$ cat src/rtl/spi_flash_pkg.sv
// -----------------------------------------------------------------------------
// spi_flash_pkg
// Shared definitions for the SPI flash responder: supported opcodes, the
// transaction state encoding, counter widths and the opcode decoder.
// No ports (package).
// -----------------------------------------------------------------------------
package spi_flash_pkg;

    localparam logic [7:0] OP_READ  = 8'h03;
    localparam logic [7:0] OP_FREAD = 8'h0B;
    localparam logic [7:0] OP_JEDEC = 8'h9F;
    localparam logic [7:0] OP_RDSR  = 8'h05;
    localparam logic [7:0] OP_DPD   = 8'hB9;
    localparam logic [7:0] OP_RES   = 8'hAB;

    localparam int BIT_CNT_W  = 3;
    localparam int BYTE_CNT_W = 2;

    // Index of the last of the three address bytes
    localparam logic [BYTE_CNT_W-1:0] ADDR_LAST = 2'd2;

    typedef enum logic [2:0] {
        IDLE   = 3'd0,
        CMD    = 3'd1,
        ADDR   = 3'd2,
        DUMMY  = 3'd3,
        DATA   = 3'd4,
        ID     = 3'd5,
        STAT   = 3'd6,
        IGNORE = 3'd7
    } state_t;

    // State entered after the command byte; only RES is honoured while powered down
    function automatic state_t decode_op(input logic [7:0] op, input logic pd);
        state_t st;
        if (pd && (op != OP_RES)) begin
            st = IGNORE;
        end else begin
            case (op)
                OP_READ:  st = ADDR;
                OP_FREAD: st = ADDR;
                OP_JEDEC: st = ID;
                OP_RDSR:  st = STAT;
                default:  st = IGNORE;
            endcase
        end
        return st;
    endfunction

endpackage

$ cat src/rtl/spi_sync_edge.sv
// -----------------------------------------------------------------------------
// spi_sync_edge
// Brings the asynchronous SPI pins into the clk_48mhz domain with two flops
// each and derives single-cycle SCK edge pulses from one extra history flop.
// Ports:
//   clk_48mhz, reset           clock / synchronous active-high reset
//   spi_sck, spi_cs, spi_mosi  raw pins
//   sck_rise, sck_fall         one-cycle pulses on synchronised SCK edges
//   cs_sync, mosi_sync         synchronised chip select / data
// -----------------------------------------------------------------------------
module spi_sync_edge (
    input  logic clk_48mhz,
    input  logic reset,
    input  logic spi_sck,
    input  logic spi_cs,
    input  logic spi_mosi,
    output logic sck_rise,
    output logic sck_fall,
    output logic cs_sync,
    output logic mosi_sync
);

    logic [1:0] sck_sync_r;
    logic       sck_hist_r;
    logic [1:0] cs_sync_r;
    logic [1:0] mosi_sync_r;

    // Synchroniser chains; cs resets to deselected so reset never opens a frame
    always_ff @(posedge clk_48mhz) begin
        if (reset) begin
            sck_sync_r  <= 2'b00;
            sck_hist_r  <= 1'b0;
            cs_sync_r   <= 2'b11;
            mosi_sync_r <= 2'b00;
        end else begin
            sck_sync_r  <= {sck_sync_r[0], spi_sck};
            sck_hist_r  <= sck_sync_r[1];
            cs_sync_r   <= {cs_sync_r[0], spi_cs};
            mosi_sync_r <= {mosi_sync_r[0], spi_mosi};
        end
    end

    assign sck_rise  =  sck_sync_r[1] & ~sck_hist_r;
    assign sck_fall  = ~sck_sync_r[1] &  sck_hist_r;
    assign cs_sync   =  cs_sync_r[1];
    assign mosi_sync =  mosi_sync_r[1];

endmodule

$ cat src/rtl/spi_flash_responder.sv
// -----------------------------------------------------------------------------
// spi_flash_responder
// SPI mode-0 serial-flash slave serving READ/FREAD from a byte memory port,
// plus JEDEC ID, status read and deep-power-down / release.
// Ports:
//   clk_48mhz, reset          clock / synchronous active-high reset
//   spi_sck/cs/mosi           async SPI inputs (cs active-low)
//   spi_miso, spi_miso_oe     response data and its output enable
//   mem_addr, mem_rd_req      read request, held until mem_rd_ack
//   mem_rd_ack, mem_rd_data   one-cycle read completion and data
//   powered_down              deep-power-down flag
//   underrun                  pulse when a data byte was not ready in time
// -----------------------------------------------------------------------------
module spi_flash_responder
    import spi_flash_pkg::*;
#(
    parameter logic [23:0] JEDEC_ID   = 24'hEF4016,
    parameter int          ADDR_W     = 24,
    parameter logic [7:0]  STATUS_VAL = 8'h00
) (
    input  logic              clk_48mhz,
    input  logic              reset,
    input  logic              spi_sck,
    input  logic              spi_cs,
    input  logic              spi_mosi,
    output logic              spi_miso,
    output logic              spi_miso_oe,
    output logic [ADDR_W-1:0] mem_addr,
    output logic              mem_rd_req,
    input  logic              mem_rd_ack,
    input  logic [7:0]        mem_rd_data,
    output logic              powered_down,
    output logic              underrun
);

    state_t                state_r, state_next_s;
    logic                  sck_rise_s, sck_fall_s, cs_s, mosi_s;
    logic [BIT_CNT_W-1:0]  bit_cnt_r;
    logic [BYTE_CNT_W-1:0] byte_cnt_r;
    logic [6:0]            shift_in_r;
    logic [7:0]            shift_out_r, rx_byte_s, buf_r, id_byte_s, load_byte_s;
    logic                  buf_valid_r, fread_r, want_r, discard_r, dpd_armed_r;
    logic [23:0]           addr_r, addr_next_s;
    logic                  byte_done_s, load_s, addr_done_s, ack_use_s;
    logic                  want_now_s, issue_s, underrun_s;
    logic                  miso_oe_r, req_r, powered_down_r, underrun_r;
    logic [ADDR_W-1:0]     mem_addr_r;

    spi_sync_edge u_sync (
        .clk_48mhz (clk_48mhz),
        .reset     (reset),
        .spi_sck   (spi_sck),
        .spi_cs    (spi_cs),
        .spi_mosi  (spi_mosi),
        .sck_rise  (sck_rise_s),
        .sck_fall  (sck_fall_s),
        .cs_sync   (cs_s),
        .mosi_sync (mosi_s)
    );

    // Byte framing, response-load point, address stepping and memory-request decisions
    always_comb begin
        rx_byte_s   = {shift_in_r, mosi_s};
        byte_done_s = !cs_s && sck_rise_s && (bit_cnt_r == 3'd7);
        // Bit counter is back at 0 only on the fall right after a completed byte
        load_s      = !cs_s && sck_fall_s && (bit_cnt_r == 3'd0) &&
                      ((state_r == DATA) || (state_r == ID) || (state_r == STAT));
        addr_done_s = (state_r == ADDR) && byte_done_s && (byte_cnt_r == ADDR_LAST);
        ack_use_s   = mem_rd_ack && req_r && !discard_r && !cs_s;
        want_now_s  = addr_done_s || ((state_r == DATA) && load_s);
        // One outstanding request, and only into a buffer that is free this cycle
        issue_s     = (want_now_s || want_r) && !req_r && (!buf_valid_r || load_s) && !cs_s;

        if ((state_r == ADDR) && byte_done_s) begin
            addr_next_s = {addr_r[15:0], rx_byte_s};
        end else if ((state_r == DATA) && load_s) begin
            addr_next_s = addr_r + 24'd1;
        end else begin
            addr_next_s = addr_r;
        end

        case (byte_cnt_r)
            2'd0:    id_byte_s = JEDEC_ID[23:16];
            2'd1:    id_byte_s = JEDEC_ID[15:8];
            2'd2:    id_byte_s = JEDEC_ID[7:0];
            default: id_byte_s = 8'hFF;
        endcase

        underrun_s = 1'b0;
        case (state_r)
            DATA: begin
                if (buf_valid_r) begin
                    load_byte_s = buf_r;
                end else if (ack_use_s) begin
                    load_byte_s = mem_rd_data;
                end else begin
                    load_byte_s = 8'hFF;
                    underrun_s  = 1'b1;
                end
            end
            ID:      load_byte_s = id_byte_s;
            STAT:    load_byte_s = STATUS_VAL;
            default: load_byte_s = 8'h00;
        endcase
    end

    // State register
    always_ff @(posedge clk_48mhz) begin
        if (reset) begin
            state_r <= IDLE;
        end else begin
            state_r <= state_next_s;
        end
    end

    // Next-state logic; deselect returns to IDLE from anywhere
    always_comb begin
        state_next_s = state_r;
        if (cs_s) begin
            state_next_s = IDLE;
        end else begin
            case (state_r)
                IDLE:  state_next_s = CMD;
                CMD:   state_next_s = byte_done_s ? decode_op(rx_byte_s, powered_down_r) : CMD;
                ADDR:  state_next_s = addr_done_s ? (fread_r ? DUMMY : DATA) : ADDR;
                DUMMY: state_next_s = byte_done_s ? DATA : DUMMY;
                default: state_next_s = state_r;
            endcase
        end
    end

    // Datapath: shifters, counters, address, prefetch buffer, memory handshake, flags
    always_ff @(posedge clk_48mhz) begin
        if (reset) begin
            bit_cnt_r      <= 3'd0;
            byte_cnt_r     <= 2'd0;
            shift_in_r     <= 7'd0;
            shift_out_r    <= 8'd0;
            miso_oe_r      <= 1'b0;
            addr_r         <= 24'd0;
            buf_r          <= 8'd0;
            buf_valid_r    <= 1'b0;
            fread_r        <= 1'b0;
            want_r         <= 1'b0;
            discard_r      <= 1'b0;
            dpd_armed_r    <= 1'b0;
            req_r          <= 1'b0;
            mem_addr_r     <= '0;
            powered_down_r <= 1'b0;
            underrun_r     <= 1'b0;
        end else begin
            underrun_r <= load_s && underrun_s;

            // The handshake outlives the frame: a request is only dropped by its ack
            if (req_r && mem_rd_ack) begin
                req_r <= 1'b0;
            end else if (issue_s) begin
                req_r      <= 1'b1;
                mem_addr_r <= addr_next_s[ADDR_W-1:0];
            end
            if (req_r && mem_rd_ack) begin
                discard_r <= 1'b0;
            end else if (cs_s && req_r) begin
                discard_r <= 1'b1;
            end

            if (cs_s) begin
                bit_cnt_r   <= 3'd0;
                byte_cnt_r  <= 2'd0;
                shift_in_r  <= 7'd0;
                shift_out_r <= 8'd0;
                miso_oe_r   <= 1'b0;
                addr_r      <= 24'd0;
                buf_valid_r <= 1'b0;
                fread_r     <= 1'b0;
                want_r      <= 1'b0;
                dpd_armed_r <= 1'b0;
                if (dpd_armed_r) begin
                    powered_down_r <= 1'b1;
                end
            end else begin
                if (sck_rise_s) begin
                    bit_cnt_r  <= bit_cnt_r + 3'd1;
                    shift_in_r <= rx_byte_s[6:0];
                end
                addr_r <= addr_next_s;
                want_r <= (want_now_s || want_r) && !issue_s;

                if (load_s) begin
                    shift_out_r <= load_byte_s;
                    miso_oe_r   <= 1'b1;
                end else if (sck_fall_s) begin
                    shift_out_r <= {shift_out_r[6:0], 1'b0};
                end

                if (load_s && (state_r == DATA)) begin
                    buf_valid_r <= 1'b0;
                end else if (ack_use_s) begin
                    buf_r       <= mem_rd_data;
                    buf_valid_r <= 1'b1;
                end

                case (state_r)
                    CMD:  byte_cnt_r <= 2'd0;
                    ADDR: if (byte_done_s) byte_cnt_r <= byte_cnt_r + 2'd1;
                    ID:   if (load_s && (byte_cnt_r != 2'd3)) byte_cnt_r <= byte_cnt_r + 2'd1;
                    default: byte_cnt_r <= byte_cnt_r;
                endcase

                // DPD takes effect only if cs rises with no bit after the opcode
                if ((state_r == CMD) && byte_done_s) begin
                    fread_r <= (rx_byte_s == OP_FREAD);
                    if (rx_byte_s == OP_RES) begin
                        powered_down_r <= 1'b0;
                    end
                    if ((rx_byte_s == OP_DPD) && !powered_down_r) begin
                        dpd_armed_r <= 1'b1;
                    end
                end else if ((state_r == IGNORE) && sck_rise_s) begin
                    dpd_armed_r <= 1'b0;
                end
            end
        end
    end

    assign spi_miso     = shift_out_r[7];
    assign spi_miso_oe  = miso_oe_r;
    assign mem_addr     = mem_addr_r;
    assign mem_rd_req   = req_r;
    assign powered_down = powered_down_r;
    assign underrun     = underrun_r;

endmodule

$ cat config.mk
export PLATFORM = sky130hd
export DESIGN_NAME = spi_flash_responder
export DESIGN_NICKNAME = d
export VERILOG_FILES = /design/src/rtl/spi_flash_pkg.sv /design/src/rtl/spi_sync_edge.sv /design/src/rtl/spi_flash_responder.sv
export SDC_FILE = /design/constraint.sdc
export NUM_CORES = 1
export LEC_CHECK = 0
export CAP_MARGIN = 40
export CORE_MARGIN = 5
export CORE_UTILIZATION = 52
export DETAILED_ROUTE_END_ITERATION = 8
export MAX_ROUTING_LAYER = met4
export PLACE_DENSITY = 0.84
export SYNTH_ARGS = -nofsm -noshare
export SYNTH_HDL_FRONTEND = slang
export SYNTH_SLANG_ARGS = --single-unit
$ cat constraint.sdc
create_clock -name clk_48mhz -period 2.05 [get_ports clk_48mhz]
set_input_delay 0.615 -clock clk_48mhz [delete_from_list [all_inputs] [get_ports clk_48mhz]]
set_output_delay 0.615 -clock clk_48mhz [all_outputs]
set_load 0.05 [all_outputs]
# --- Word-level counts from Yosys, hierarchy flattened ---
# Index checks and enable logic that the tools add are counted.
totals:
  ff_bits: 95
  latchBits: 0
  ramBits: 0
  romBits: 0
  input_bits: 14
  wordCells: 132
  n_memories: 0
classes:
  n_addsub: 3
  n_mul: 0
  div: 0
  order_cmp: 0
  eq_ne: 22
  shifts: 0
  mux: 28
  bitwise: 7
  n_reduce_logical: 51
op_table:
  columns: ["cell", "n"]
  rows:
  - ["$mux W24", 2]
  - ["$mux W8", 4]
  - ["$add A24 B1 Y24 const B", 1]
  - ["$eq A8 B8 Y1 const B", 3]
  - ["$pmux W8 S3", 1]
  - ["$logic_and A1 B1 Y1", 22]
  - ["$pmux W8 S2", 1]
  - ["$eq A3 B3 Y1 const B", 5]
  - ["$mux W3", 5]
  - ["$pmux W3 S4", 1]
  - ["$mux W1", 10]
  - ["$pmux W3 S3", 1]
  - ["$reduce_and A3 Y1", 3]
  - ["$eq A8 B2 Y1 const B", 1]
  - ["$eq A8 B3 Y1 const B", 1]
  - ["$eq A8 B4 Y1 const B", 1]
  - ["$ne A8 B8 Y1 const B", 1]
  - ["$reduce_bool A2 Y1", 4]
  - ["$eq A3 B2 Y1 const B", 2]
  - ["$logic_not A1 Y1", 6]
  - ["$logic_not A3 Y1", 2]
  - ["$ne A2 B2 Y1 const B", 3]
  - ["$pmux W2 S3", 1]
  - ["$reduce_or A2 Y1", 3]
  - ["other kinds (15)", 27]

# --- Depth between registers and ports, before layout ---
logic_depth:
  ltp_word: 13
  ltp_mapped: 10
  depth_no_buf: 7

# --- Cells and area by module ---
# Synthesis repeated with hierarchy kept, for this count alone.
unflattened:
  hier_cells: 493
  area_unflattened_um2: 4404.2
modules_own_cells:
  columns: ["mod", "n_inst", "cells_per_inst", "area_per_inst_um2", "seq_area_each_um2"]
  rows:
  - ["spi_flash_responder", 1, 477, 4207.8, 1761.7]
  - ["spi_sync_edge", 1, 16, 196.4, 140.1]

# --- Worst setup path before layout ---
# OpenSTA, ideal clock, no wires.
synth_path:
  kind: "register to register"
  start: "register bit_cnt_r[0]"
  end: "register mem_addr_r[13] (netlist: mem_addr[13])"
  setup_time_ns: 0.117
  arrival_ns: 2.051
  required_ns: 1.933
  slack_ns: -0.117
  stages_incl_launch_ff: 9
  n_path_buf: 1
  period_less_slack_ns: 2.167
  path_cell_list: "dfxtp_1 -> ha_1 -> ha_1 -> and4bb_4 -> a31oi_4 -> a2111oi_4 -> nor2_2 -> buf_6 -> a22o_1"
synth_between:
  elab_chain_len: 10
  elab_cells_between_ends: 17
synth_lines:
  columns: ["element", "line_no", "text"]
  rows:
  - ["start: declaration", "spi_flash_responder.sv:38", "logic [BIT_CNT_W-1:0] bit_cnt_r;"]
  - ["start signal: assignment", "spi_flash_responder.sv:183", "bit_cnt_r <= bit_cnt_r + 3'd1;"]
  - ["$eq A3 B3 Y1 or $logic_not A3 Y1 (tied branches)", "spi_flash_responder.sv:64, spi_flash_responder.sv:66", null]
  - ["$logic_and A1 B1 Y1 (on tied branches)", "spi_flash_responder.sv:64, spi_flash_responder.sv:66", null]
  - ["$logic_and A1 B1 Y1 (on tied branches)", "spi_flash_responder.sv:68, spi_flash_responder.sv:74, spi_flash_responder.sv:66", null]
  - ["$logic_and A1 B1 Y1 (on tied branches)", "spi_flash_responder.sv:68, spi_flash_responder.sv:70, spi_flash_responder.sv:76", null]
  - ["$logic_or A1 B1 Y1", "spi_flash_responder.sv:70", "want_now_s = addr_done_s || ((state_r == DATA) && load_s);"]
  - ["$logic_or A1 B1 Y1", "spi_flash_responder.sv:72", "issue_s = (want_now_s || want_r) && !req_r && (!buf_valid_r || load_s) && !cs_s;"]
  - ["$logic_and A1 B1 Y1 (3 in series)", "spi_flash_responder.sv:72", null]
  - ["$reduce_and A2 Y1 (no line)", null, null]
  - ["end signal: assignment", "spi_flash_responder.sv:159", "mem_addr_r <= addr_next_s[ADDR_W-1:0];"]
  - ["end: declaration", "spi_flash_responder.sv:47", "logic [ADDR_W-1:0] mem_addr_r;"]
# Parallel ways exist; a longest one is shown, timed or not.
# A chain may end at the register's enable or synchronous reset.

# --- Worst setup path in the final report ---
layout_path:
  start: "register bit_cnt_r[1]"
  end: "register mem_addr_r[9] (netlist: mem_addr[9])"
# Same word-level chain as after synthesis.

==> impl_metrics.env <==
export IMPL_grt_max_degree=21
export IMPL_syn_num_nets=558
export IMPL_yosys_top_cells_count="95 x dfxtp_1, 46 x nand2_1, 43 x nor2_1"
export IMPL_synthArstFlopShare_pct=0
export IMPL_synth_area_leader_cell="dfxtp_1"
export IMPL_antenna_left=0
export IMPL_path_clk_slew_ns=0.09
export IMPL_path_cells="inv_2 -> ha_4 -> and4bb_4 -> a31oi_4 -> a2111oi_4 -> buf_4 -> nor2_4 -> buf_12 -> a22o_1"
export IMPL_max_freq_mhz=479.3
export IMPL_reg2reg_setup_slack_ns=-0.04
export IMPL_total_power_mw=3.437
export IMPL_finalClockSkew_ns=0.009589
export IMPL_arrival_ns=2.36
export IMPL_die_h_um=104.6
export IMPL_ir_drop_mv=0.3339
export IMPL_yosysMostFrequentCell="dfxtp_1"
export IMPL_ys_top_cells_by_area="dfxtp_1 41%, a21oi_1 4.4%, nand2_1 3.7%, nor2_1 3.5%, ha_1 2.2%"
export IMPL_yosys_register_bits=95
export IMPL_avgSynthCellArea_um2=8.677
export IMPL_place_worst_setup_slack_ns=-0.2033
export IMPL_final_hold_violation_count=0
export IMPL_track_usage_pct=25.08
export IMPL_h_tree_depth=3
export IMPL_cp_max_fo=18
export IMPL_overflow=0
export IMPL_initial_core_util_pct=53.33
export IMPL_cts_tree="built"
export IMPL_antenna_found_initial=0
export IMPL_layout_drive_gt1_share_pct=26.92
export IMPL_powerDensity_mw_per_mm2=564.9
export IMPL_outcome="finished with violations"
export IMPL_cp_top_family="compound AO/OA/AOI/OAI gates"
export IMPL_syn_area_mm2=0.004651
export IMPL_ios=43
export IMPL_drv_cap=0
export IMPL_worst_slew_pin_slew_ns=0.6847
export IMPL_place_congestion=1.011
export IMPL_syn_to_final_growth_pct=30.83
export IMPL_totalWireLength_um=13610
export IMPL_cts_inserted_buffers=9
export IMPL_yosys_warnings=0
export IMPL_io_buffers=42
export IMPL_vias_per_cell=6.158
export IMPL_fin_nets=659
export IMPL_ys_seq_area_share_pct=40.89
export IMPL_die_w_um=104.6
export IMPL_slowest_stage="dfxtp_4"
export IMPL_clock_root_buffer="clkbuf_8"
export IMPL_synth_top_area_share_pct=40.89
export IMPL_end_kind="flop"
export IMPL_coreArea_mm2=0.008721
export IMPL_rsz0062_at_grt="true"
export IMPL_route_vias_total=4600
export IMPL_worst_path_buf_inv=3
export IMPL_period_needed_ns=2.086
export IMPL_yosysUniqueCellTypes=67
export IMPL_violations="setup timing"
export IMPL_crit_required_ns=2.32
export IMPL_setup_viol=17
export IMPL_drtIter0Drc=220
export IMPL_utilization_pct=69.77
export IMPL_clock_path_buffers=2
export IMPL_setup_slack_ns=-0.03644
export IMPL_path_class="reg -> reg"
export IMPL_grt_pass1_vias=4640
export IMPL_antennaDiodeCount=0
export IMPL_finalCritPeriodShare_pct=101.8
export IMPL_hold_path_class="reg -> reg"
export IMPL_synth_cells=536
export IMPL_finalMaxSlewViolations=0
export IMPL_dr_pass1_iters=5
export IMPL_drc=0
export IMPL_p_leak_nw=2.258
export IMPL_row_count=34
export IMPL_place_hpwl_um=9671
export IMPL_clock_sinks=95
export IMPL_wl_per_cell_um=18.22
export IMPL_timing_max_slew_rel_slack_pct=54.26
export IMPL_startpoint_type="flop"
export IMPL_cpPeakStageDelay_ns=0.37
export IMPL_synth_edf_count=0
export IMPL_die_area_mm2=0.01093
export IMPL_grt_pass1_wl_um=22000
export IMPL_clock_latency_ns=0.37
export IMPL_yosys_most_used_dff="dfxtp_1"
-- what timing repair did --
action	CTS	global route
cloned	1	1
resized for setup	18	18
buffers inserted	6	3
hold buffers	0	0
endpoints found under the setup margin	29	44
pin swaps	7	8
-- worst paths after layout --
kind	from	endpoint	cells after the start
max	bit_cnt_r[1]	mem_addr[9]	9
min	u_sync.cs_sync_r[0]	u_sync.cs_sync_r[1]	1
max reg2reg	bit_cnt_r[1]	mem_addr[9]	9
min reg2reg	u_sync.cs_sync_r[0]	u_sync.cs_sync_r[1]	1
-- registers in the layout, summed over array words and instances, names as in the netlist --
name and flops:
state_r 3, want_r 1, fread_r 1, u_sync.cs_sync_r 2, buf_r 8, mem_addr 24
u_sync.mosi_sync_r 2, bit_cnt_r 3, discard_r 1, addr_r 24, dpd_armed_r 1, powered_down 1
buf_valid_r 1, underrun 1, u_sync.sck_hist_r 1, mem_rd_req 1, shift_out_r 8, shift_in_r 7
byte_cnt_r 2, spi_miso_oe 1, u_sync.sck_sync_r 2
-- cell type report --
type / instances / area [um2]
multi-input cells: 395 / 2716
fillers: 672 / 2636
flip-flops and latches: 95 / 1913
repair buffers: 119 / 1035
well taps: 108 / 135.1
clock buffers: 9 / 123.9
clock inverters: 4 / 97.59
inverters: 17 / 63.81
-- layout by cell type, fill, tap and decap left out, types with 7 or more instances in the layout --
| master | Yosys | layout |
|---|---|---|
| buf_4 | 1 | 96 |
| dfxtp_1 | 95 | 90 |
| nand2_1 | 46 | 45 |
| nor2_1 | 43 | 43 |
| a21oi_1 | 41 | 41 |
| o21ai_0 | 18 | 16 |
| inv_1 | 17 | 15 |
| nand3_1 | 15 | 15 |
| and2_1 | 14 | 14 |
| nor3_1 | 14 | 13 |
| clkdlybuf4s50_1 | 0 | 13 |
| nand4_1 | 11 | 11 |
| a22o_1 | 11 | 11 |
| and3_1 | 9 | 9 |
| mux2i_1 | 9 | 9 |
| clkbuf_8 | 0 | 9 |
| nor2b_1 | 8 | 8 |
| nand2b_1 | 9 | 8 |
| and4_1 | 7 | 7 |
| nor4_1 | 10 | 7 |
| a31oi_1 | 11 | 7 |
| or3_1 | 7 | 7 |
| a211oi_1 | 7 | 7 |
| o31ai_1 | 8 | 7 |
| o211ai_1 | 7 | 7 |
| buf_12 | 0 | 7 |
-- per-stage QoR --
| stage | TNS, ns | hold slack, ns | cells | area [um2] |
|---|---|---|---|---|
| final | -0.5119 | 0.4239 | 747 | 6085 |
| after global routing | -3.413 | 0.4553 | 747 | 6085 |
| after CTS | -1.397 | 0.4253 | 744 | 5986 |
| after detailed placement | -3.478 | 0.4065 | 724 | 5628 |
| after global placement | -0.4676 | 0.3975 | 724 | 5628 |
| after floorplan | -0.7778 | 0.3895 | 536 | 4725 |
-- metal layers --
| layer | wire length, um | up-vias | share of wire [%] | track usage (%) |
|---|---|---|---|---|
| li1 | - | 2183 | - | - |
| met1 | 5385 | 2203 | 40 | 27.65 |
| met2 | 6999 | 175 | 51 | 44.39 |
| met4 | 452 | 0 | 3.3 | 11.05 |
| met5 | 0 | - | 0 | - |
| met3 | 769 | 39 | 5.7 | 4.131 |
-- power breakdown --
group	switching, mW	internal [mW]	leakage [nW]
combinational	0.0682	0.0647	1.38
sequential	0.0110	1.85	0.769
clock	0.653	0.790	0.107
-- kinds of logic (layout without fill, tap and decap cells) --
logic type / Yosys count / in the layout / share of synthesized area, %
buffers and inverters: 46 / 149 / 4.573
adders and majority gates: 8 / 8 / 2.152
DFF: 95 / 95 / 40.89
muxes: 9 / 9 / 1.937
xor gates and xnor gates: 7 / 7 / 1.318
AOI/OAI and AO/OA: 139 / 139 / 20.85
and+or+nand+nor: 232 / 232 / 28.28
(Power assumes the default switching activity.)
